File: src/rtl/edulent_mem_responder.sv
// 256x8 responder for the Edulent MA/MD bus with a valid/ready program loader; CPU held until loading ends.
// Read latency 1 cycle (read-first); loader backpressured by o_load_ready, which is only high in LOAD.
module edulent_mem_responder #(
    parameter int ADDR_W    = 8,
    parameter int DATA_W    = 8,
    parameter     INIT_FILE = ""
) (
    input  logic              i_clk,
    input  logic              i_rst,
    input  logic [ADDR_W-1:0] i_mem_addr,
    input  logic              i_mem_write_enable,
    input  logic [DATA_W-1:0] i_mem_data_write,
    output logic [DATA_W-1:0] o_mem_data_read,
    input  logic              i_load_valid,
    output logic              o_load_ready,
    input  logic [DATA_W-1:0] i_load_data,
    input  logic              i_load_last,
    input  logic              i_load_start,
    output logic              o_load_done,
    output logic              o_cpu_hold
);

    localparam int              DEPTH    = 1 << ADDR_W;
    localparam logic [ADDR_W-1:0] ADDR_ONE = {{(ADDR_W-1){1'b0}}, 1'b1};

    typedef enum logic {
        S_LOAD = 1'b0,
        S_RUN  = 1'b1
    } state_t;

    state_t            state_q;
    state_t            state_d;
    logic [ADDR_W-1:0] load_addr_q;
    logic [ADDR_W-1:0] load_addr_d;
    logic              load_exit;
    logic              wr_en;
    logic [ADDR_W-1:0] wr_addr;
    logic [DATA_W-1:0] wr_dat;

    logic [DATA_W-1:0] mem [0:DEPTH-1];

    // Single RAM write port shared between the loader (LOAD) and the CPU (RUN).
    always_comb begin
        state_d     = state_q;
        load_addr_d = load_addr_q;
        load_exit   = 1'b0;
        wr_en       = 1'b0;
        wr_addr     = i_mem_addr;
        wr_dat      = i_mem_data_write;
        case (state_q)
            S_LOAD: begin
                if (i_load_valid && o_load_ready) begin
                    wr_en       = 1'b1;
                    wr_addr     = load_addr_q;
                    wr_dat      = i_load_data;
                    load_addr_d = load_addr_q + ADDR_ONE;
                    if (i_load_last || (load_addr_q == '1)) begin
                        load_exit = 1'b1;
                        state_d   = S_RUN;
                    end
                end
            end
            S_RUN: begin
                wr_en = i_mem_write_enable;
                if (i_load_start) begin
                    state_d     = S_LOAD;
                    load_addr_d = '0;
                end
            end
            default: begin
                state_d     = S_LOAD;
                load_addr_d = '0;
            end
        endcase
    end

    // Ready and hold are registered from the next state so both change on the exit/re-entry edge.
    always_ff @(posedge i_clk or posedge i_rst) begin
        if (i_rst) begin
            state_q         <= S_LOAD;
            load_addr_q     <= '0;
            o_load_ready    <= 1'b0;
            o_load_done     <= 1'b0;
            o_cpu_hold      <= 1'b1;
            o_mem_data_read <= '0;
        end else begin
            state_q      <= state_d;
            load_addr_q  <= load_addr_d;
            o_load_ready <= (state_d == S_LOAD);
            o_load_done  <= load_exit;
            o_cpu_hold   <= (state_d == S_LOAD);
            if (state_q == S_RUN) begin
                o_mem_data_read <= mem[i_mem_addr];
            end
        end
    end

    always_ff @(posedge i_clk) begin
        if (wr_en) begin
            mem[wr_addr] <= wr_dat;
        end
    end

endmodule

File: config.mk
export PLATFORM = sky130hd
export DESIGN_NAME = edulent_mem_responder
export DESIGN_NICKNAME = d
export VERILOG_FILES = /design/src/rtl/edulent_mem_responder.sv
export SDC_FILE = /design/constraint.sdc
export NUM_CORES = 2
export LEC_CHECK = 0
export ABC_AREA = 1
export CORE_MARGIN = 2
export CORE_UTILIZATION = 50
export DETAILED_ROUTE_END_ITERATION = 12
export GPL_TIMING_DRIVEN = 1
export HOLD_SLACK_MARGIN = 0.05
export PLACE_DENSITY = 0.65
export SYNTH_ARGS = -nofsm -noshare
export SYNTH_HDL_FRONTEND = slang
export SYNTH_SLANG_ARGS = --single-unit
File: constraint.sdc
create_clock -name i_clk -period 6.2 [get_ports i_clk]
set_clock_uncertainty 0.2 [all_clocks]
set_input_delay 0.62 -clock i_clk [delete_from_list [all_inputs] [get_ports i_clk]]
set_output_delay 0.62 -clock i_clk [all_outputs]
set_load 0.02 [all_outputs]
Yosys cells after proc, flatten, opt, wreduce, memory -nomap -nowiden
Memories as Yosys holds them, arrays and structs flattened. A register that Yosys moved wholly into a read port is not among the register bits.
Index checks and enable logic that the tools add are counted.
{"block": "totals", "register_bits": 12, "ramBits": 2048, "input_bits": 30, "output_inout_bits": 11, "word_cells": 31, "memories": 1}
{"block": "classes", "n_addsub": 1, "n_eq_ne": 3, "n_mux": 16, "bitwise": 2, "reduce_logical": 3}
{"name": "mem", "words": 256, "word_bits": 8, "rd": 1, "rd_clocked_by_memory_dff": 1, "wr": 1, "line_no": "40", "rtl": "logic [DATA_W-1:0] mem [0:DEPTH-1];"}
{"op": "8-bit 2-to-1 mux", "n": 6}
{"op": "8-bit case mux with 2 select lines", "n": 1}
{"op": "8-bit by 1-bit adder with 8-bit output (second input constant)", "n": 1}
{"op": "8-bit == test (second input constant)", "n": 1}
{"op": "1-bit 2-to-1 mux", "n": 7}
{"op": "2-bit != test (second input constant)", "n": 2}
{"op": "1-bit case mux with 2 select lines", "n": 2}
{"op": "1-bit inverter", "n": 2}
{"op": "2-bit AND reduction", "n": 1}
{"op": "1-bit logical AND", "n": 1}
{"op": "1-bit logical OR", "n": 1}

Longest topological paths before layout
{"block": "depth", "ltp_word": 6, "depth_mapped": 15, "mapped_depth_nobuf": 11}

Least setup slack after synthesis
No wires, ideal clock.
{"block": "synth_timing", "kind": "input to register", "start": "input i_load_valid", "end": "memory mem[0][0], data pin", "setup_ns": 0.822, "arrival_time_ns": 4.404, "required_time_ns": 5.178, "path_slack_ns": 0.774, "stages": 6, "n_path_buf": 2, "path_cell_list": "nand2_1 nor2_4 buf_4 clkbuf_1 nand2_1 nand2_1"}
{"block": "synth_between", "elab_chain_cells": 3}
{"element": "start: declaration", "line_no": "14", "rtl": "input logic i_load_valid,"}
{"element": "1-bit logical AND", "line_no": "52", "rtl": "if (i_load_valid && o_load_ready) begin"}
{"element": "8-bit 2-to-1 mux", "line_no": "52"}
{"element": "8-bit 2-to-1 mux", "line_no": "50", "rtl": "case (state_q)"}
{"element": "named net wr_dat[0]", "line_no": "38", "rtl": "logic [DATA_W-1:0] wr_dat;"}
{"element": "end: declaration", "line_no": "40"}
The timed path passes the listed nets, and every way through them passes these cells.

Worst setup path after layout
{"block": "layout_timing", "start": "register o_load_ready", "end": "memory mem[185][6] (enable)"}
{"block": "layout_between", "elab_chain_cells": 5, "word_cells_on_any_way": 7, "classes_between": "mux: 6; reduce/logical: 1"}
{"element": "start: declaration", "line_no": "15", "rtl": "output logic o_load_ready,"}
{"element": "start signal: assignment", "line_no": "89", "rtl": "o_load_ready <= (state_d == S_LOAD);"}
{"element": "1-bit logical AND *", "line_no": "52"}
{"element": "1-bit 2-to-1 mux", "line_no": "52"}
{"element": "1-bit case mux with 2 select lines", "line_no": "50"}
{"element": "1-bit 2-to-1 mux", "line_no": "99", "rtl": "if (wr_en) begin"}
{"element": "1-bit 2-to-1 mux (implied by the code)", "line_no": "100", "rtl": "mem[wr_addr] <= wr_dat;"}
Mark *: on every way between the ends. The rest lies on a longest branch, timed or not.

==> flow_summary.ini <==
[placement]
placedCellCount = 8966
hpwl_um = 133000
place_congestion = 0.879
io_buf_count = 40

[clock_network]
clockRootBuffer = clkbuf_16
tritoncts = built
htree_levels = 4
cts_resized = 0
clk_transition_reported_paths_ns = 0.07
insertion_delay_ns = 0.86
numCtsBuffers = 194
number_of_buffers_inserted_to_repair_setup_after_cts = 0
clkSinkCount = 2068
cts_hold_buffers = 0
cts_max_path_buffers = 3

[worst_setup_path]
crit_family = simple AND/OR/NAND/NOR gates
critPathArrivalTime_ns = 4.68
crit_chain = nand2_1 -> nor2_4 -> nand2_1 -> o21ai_0 -> inv_1 -> nor2_1 -> inv_1 -> nor2_1 -> nand2_1 -> buf_4 -> nor2_1
critical_path.startpoint_type = flip-flop
timing_worst_setup_path_type = reg2reg
crit_slowest_cell = nand2_1
cp_slowest_stage_delay_ns = 0.72
critical_path_required_ns = 6.48
worstPathMaxFanout = 28
cp-end-kind = flip-flop
crit_buf_inv = 3

[logic_synthesis]
post_synth_instance_area_um2 = 83900
synthesis.yosys.warnings = 0
synth.net_count = 7147
dominant_combinational_cell_family_by_area_after_synthesis = simple AND/OR/NAND/NOR gates
ys.flop_type = edfxtp_1
postSynthCellCount = 7116
synth-edff-count = 2048
synth-seq-area-share_pct = 73.9
post_synth_and_or_nand_nor_area_fraction_pct = 23.2
ys_types = 28
syn-mean-instance-area_um2 = 11.8
adder_and_majority_cell_fraction_of_the_synthesized_area_pct = 0.0149
synth_compound_area_share_pct = 0.158
post_synthesis_sequential_element_count = 2068
ys_async_sr_fraction_pct = 0.967
yosys-mux-area-fraction_pct = 0
synth_xor_area_share_pct = 0

[sta]
worstMarginPinSlew_ns = 1.23
setup_total_negative_slack_ns = 0
final-setup-viol-count = 0
final_max_slew_viol_count = 0
layout_min_cycle_time_ns = 4.40
max_freq_mhz = 227
setup_repair_after_global_routing_missed_its_margin = false
worst_slew_margin_rel_pct = 17.9
finalHoldViolations = 0
fin_crit_sh_pct = 71.0

[global_route]
first_global_vias = 52500
grt_max_degree = 212
grt_antenna_before_repair = 7
grt_first_pass_wirelength_um = 336000
overflow = 0
grt.total_usage_pct = 26.6

[final_layout]
post_route_cells_drive_above_1_share_pct = 5.97
stdcell_count = 9332
area_growth_pct = 10.2
sequential_cell_area_um2 = 62000
nets = 6989
multiInputGateArea_um2 = 19700
filler_cell_count = 13600

[route]
dr.pass1.iters = 6
routed_wirelength_um = 229000
antenna_left = 0
via_count = 55400
drt_iter0_drc = 7608
detail_route.vias_per_cell = 5.93
drc = 0
detail_route.wl_per_cell_um = 24.5

[floorplanning]
area_of_the_die_um2 = 171000
floorplan.initialDensity_pct = 50.3
io_pins = 41
core_region_um2 = 167000
fp.dieW_um = 414
chipHeight_um = 414
rows = 150

[job]
drv_cap = 0

[run_status]
run_status = finished, final reports clean

[pwr]
p_per_area_nw_per_um2 = 330
p_leak_nw = 31.8
fin_total_pwr_mw = 30.5
worst_ir_drop_vdd_mv = 0.330

[min_path]
min_path_type = in2async
-- registers in the layout (all words and copies together), names as in the netlist --
signal and flops:
load_addr_q 8, o_load_done 1, o_mem_data_read 8, o_cpu_hold 1
state_q 1, mem 2048, o_load_ready 1
-- logic make-up (layout without fill, tap and decap cells) --
logic type / count (synthesis) / count (layout)
simple gates: 4488 / 4488
flops: 2068 / 2068
buf+inv: 537 / 542
compound gates: 22 / 22
fa+ha+maj: 1 / 1
other cells: 0 / 7
-- worst register-to-register path, delay by kind of cell (launching register included) --
kind	cells	cell delay [ns]
AND/OR/NAND/NOR	7	2.53
AO/OA/AOI/OAI	1	0.18
buffers and inverters	3	0.76
flip-flops	1	0.35
-- cell usage after synthesis (2+ instances only) --
| master | n | area, um^2 |
|---|---|---|
| dfrtp_1 | 19 | 475 |
| o21ai_2 | 3 | 26.3 |
| o22ai_1 | 3 | 18.8 |
| nand2_1 | 2156 | 8090 |
| nor2_4 | 4 | 45.0 |
| buf_1 | 92 | 345 |
| nor2_1 | 288 | 1080 |
| inv_1 | 43 | 161 |
| a21oi_1 | 5 | 25.0 |
| nand2_2 | 5 | 31.3 |
| clkbuf_1 | 153 | 574 |
| inv_2 | 9 | 33.8 |
| buf_4 | 8 | 60.1 |
| nor2_2 | 2 | 12.5 |
| edfxtp_1 | 2048 | 61500 |
| nand3_1 | 2027 | 10100 |
| o21ai_0 | 8 | 40.0 |
| nor3_1 | 3 | 15.0 |
| buf_2 | 231 | 1160 |
-- power by group --
group	internal, mW	total, mW	switching, mW
clock	6.71	11.9	5.18
combinational	0.531	2.70	2.17
sequential	15.9	15.9	0.0797
total	23.1	30.5	7.42
-- layout by cell type (no fill, tap or decap), types with 19 or more instances in the layout --
| master | count |
|---|---|
| nand3_1 | 2027 |
| clkinv_2 | 31 |
| clkdlybuf4s50_1 | 34 |
| dfrtp_1 | 19 |
| edfxtp_1 | 2048 |
| nor2_1 | 288 |
| nand2_1 | 2144 |
| clkbuf_16 | 197 |
| inv_1 | 41 |
| buf_4 | 60 |
| buf_12 | 31 |
| clkbuf_1 | 35 |
| clkinv_1 | 37 |
| bufinv_16 | 19 |
-- through the flow --
stage               utilization [%]  setup WS, ns  cell area [um^2]  hold slack, ns
floorplan                         -         0.774             83900           0.324
global placement               51.6          1.09             86100           0.356
detailed placement             51.6          1.15             86100           0.379
CTS                            55.4          1.87             92500          0.0800
global route                   55.4          1.63             92500           0.160
finish                         55.4          1.80             92500           0.113
-- per-layer routing --
| layer | track usage, % | vias up | routed length [um] |
|---|---|---|---|
| met4 | 9.67 | 2 | 7490 |
| met2 | 41.6 | 3004 | 106000 |
| met5 | 0 | - | 7 |
| met3 | 5.07 | 419 | 23500 |
| li1 | - | 24900 | - |
| met1 | 37.4 | 27000 | 91300 |
-- final cells by class --
cell class	instances	share of cell area, %
sequential	2068	67.0
multi-input combinational	4511	21.3
clock buffer	238	5.56
tap	2204	2.98
timing repair buffer	130	1.59
clock inverter	121	1.31
inverter	53	0.242
antenna	7	0.0189
-- final timing paths --
path	from	endpoint	slack, ns	cells past startpoint
setup / recovery	o_load_ready	mem[185][6]	1.80	11
hold / removal	i_rst	o_load_done	0.11	2
setup reg to reg	o_load_ready	mem[185][6]	1.80	11
hold reg to reg	load_addr_q[5]	load_addr_q[5]	0.40	2
max in group asynchronous	i_rst	o_mem_data_read[2]	5.06	2
min in group i_clk	load_addr_q[5]	load_addr_q[5]	0.40	2
Power figures use the tool's default switching activity.
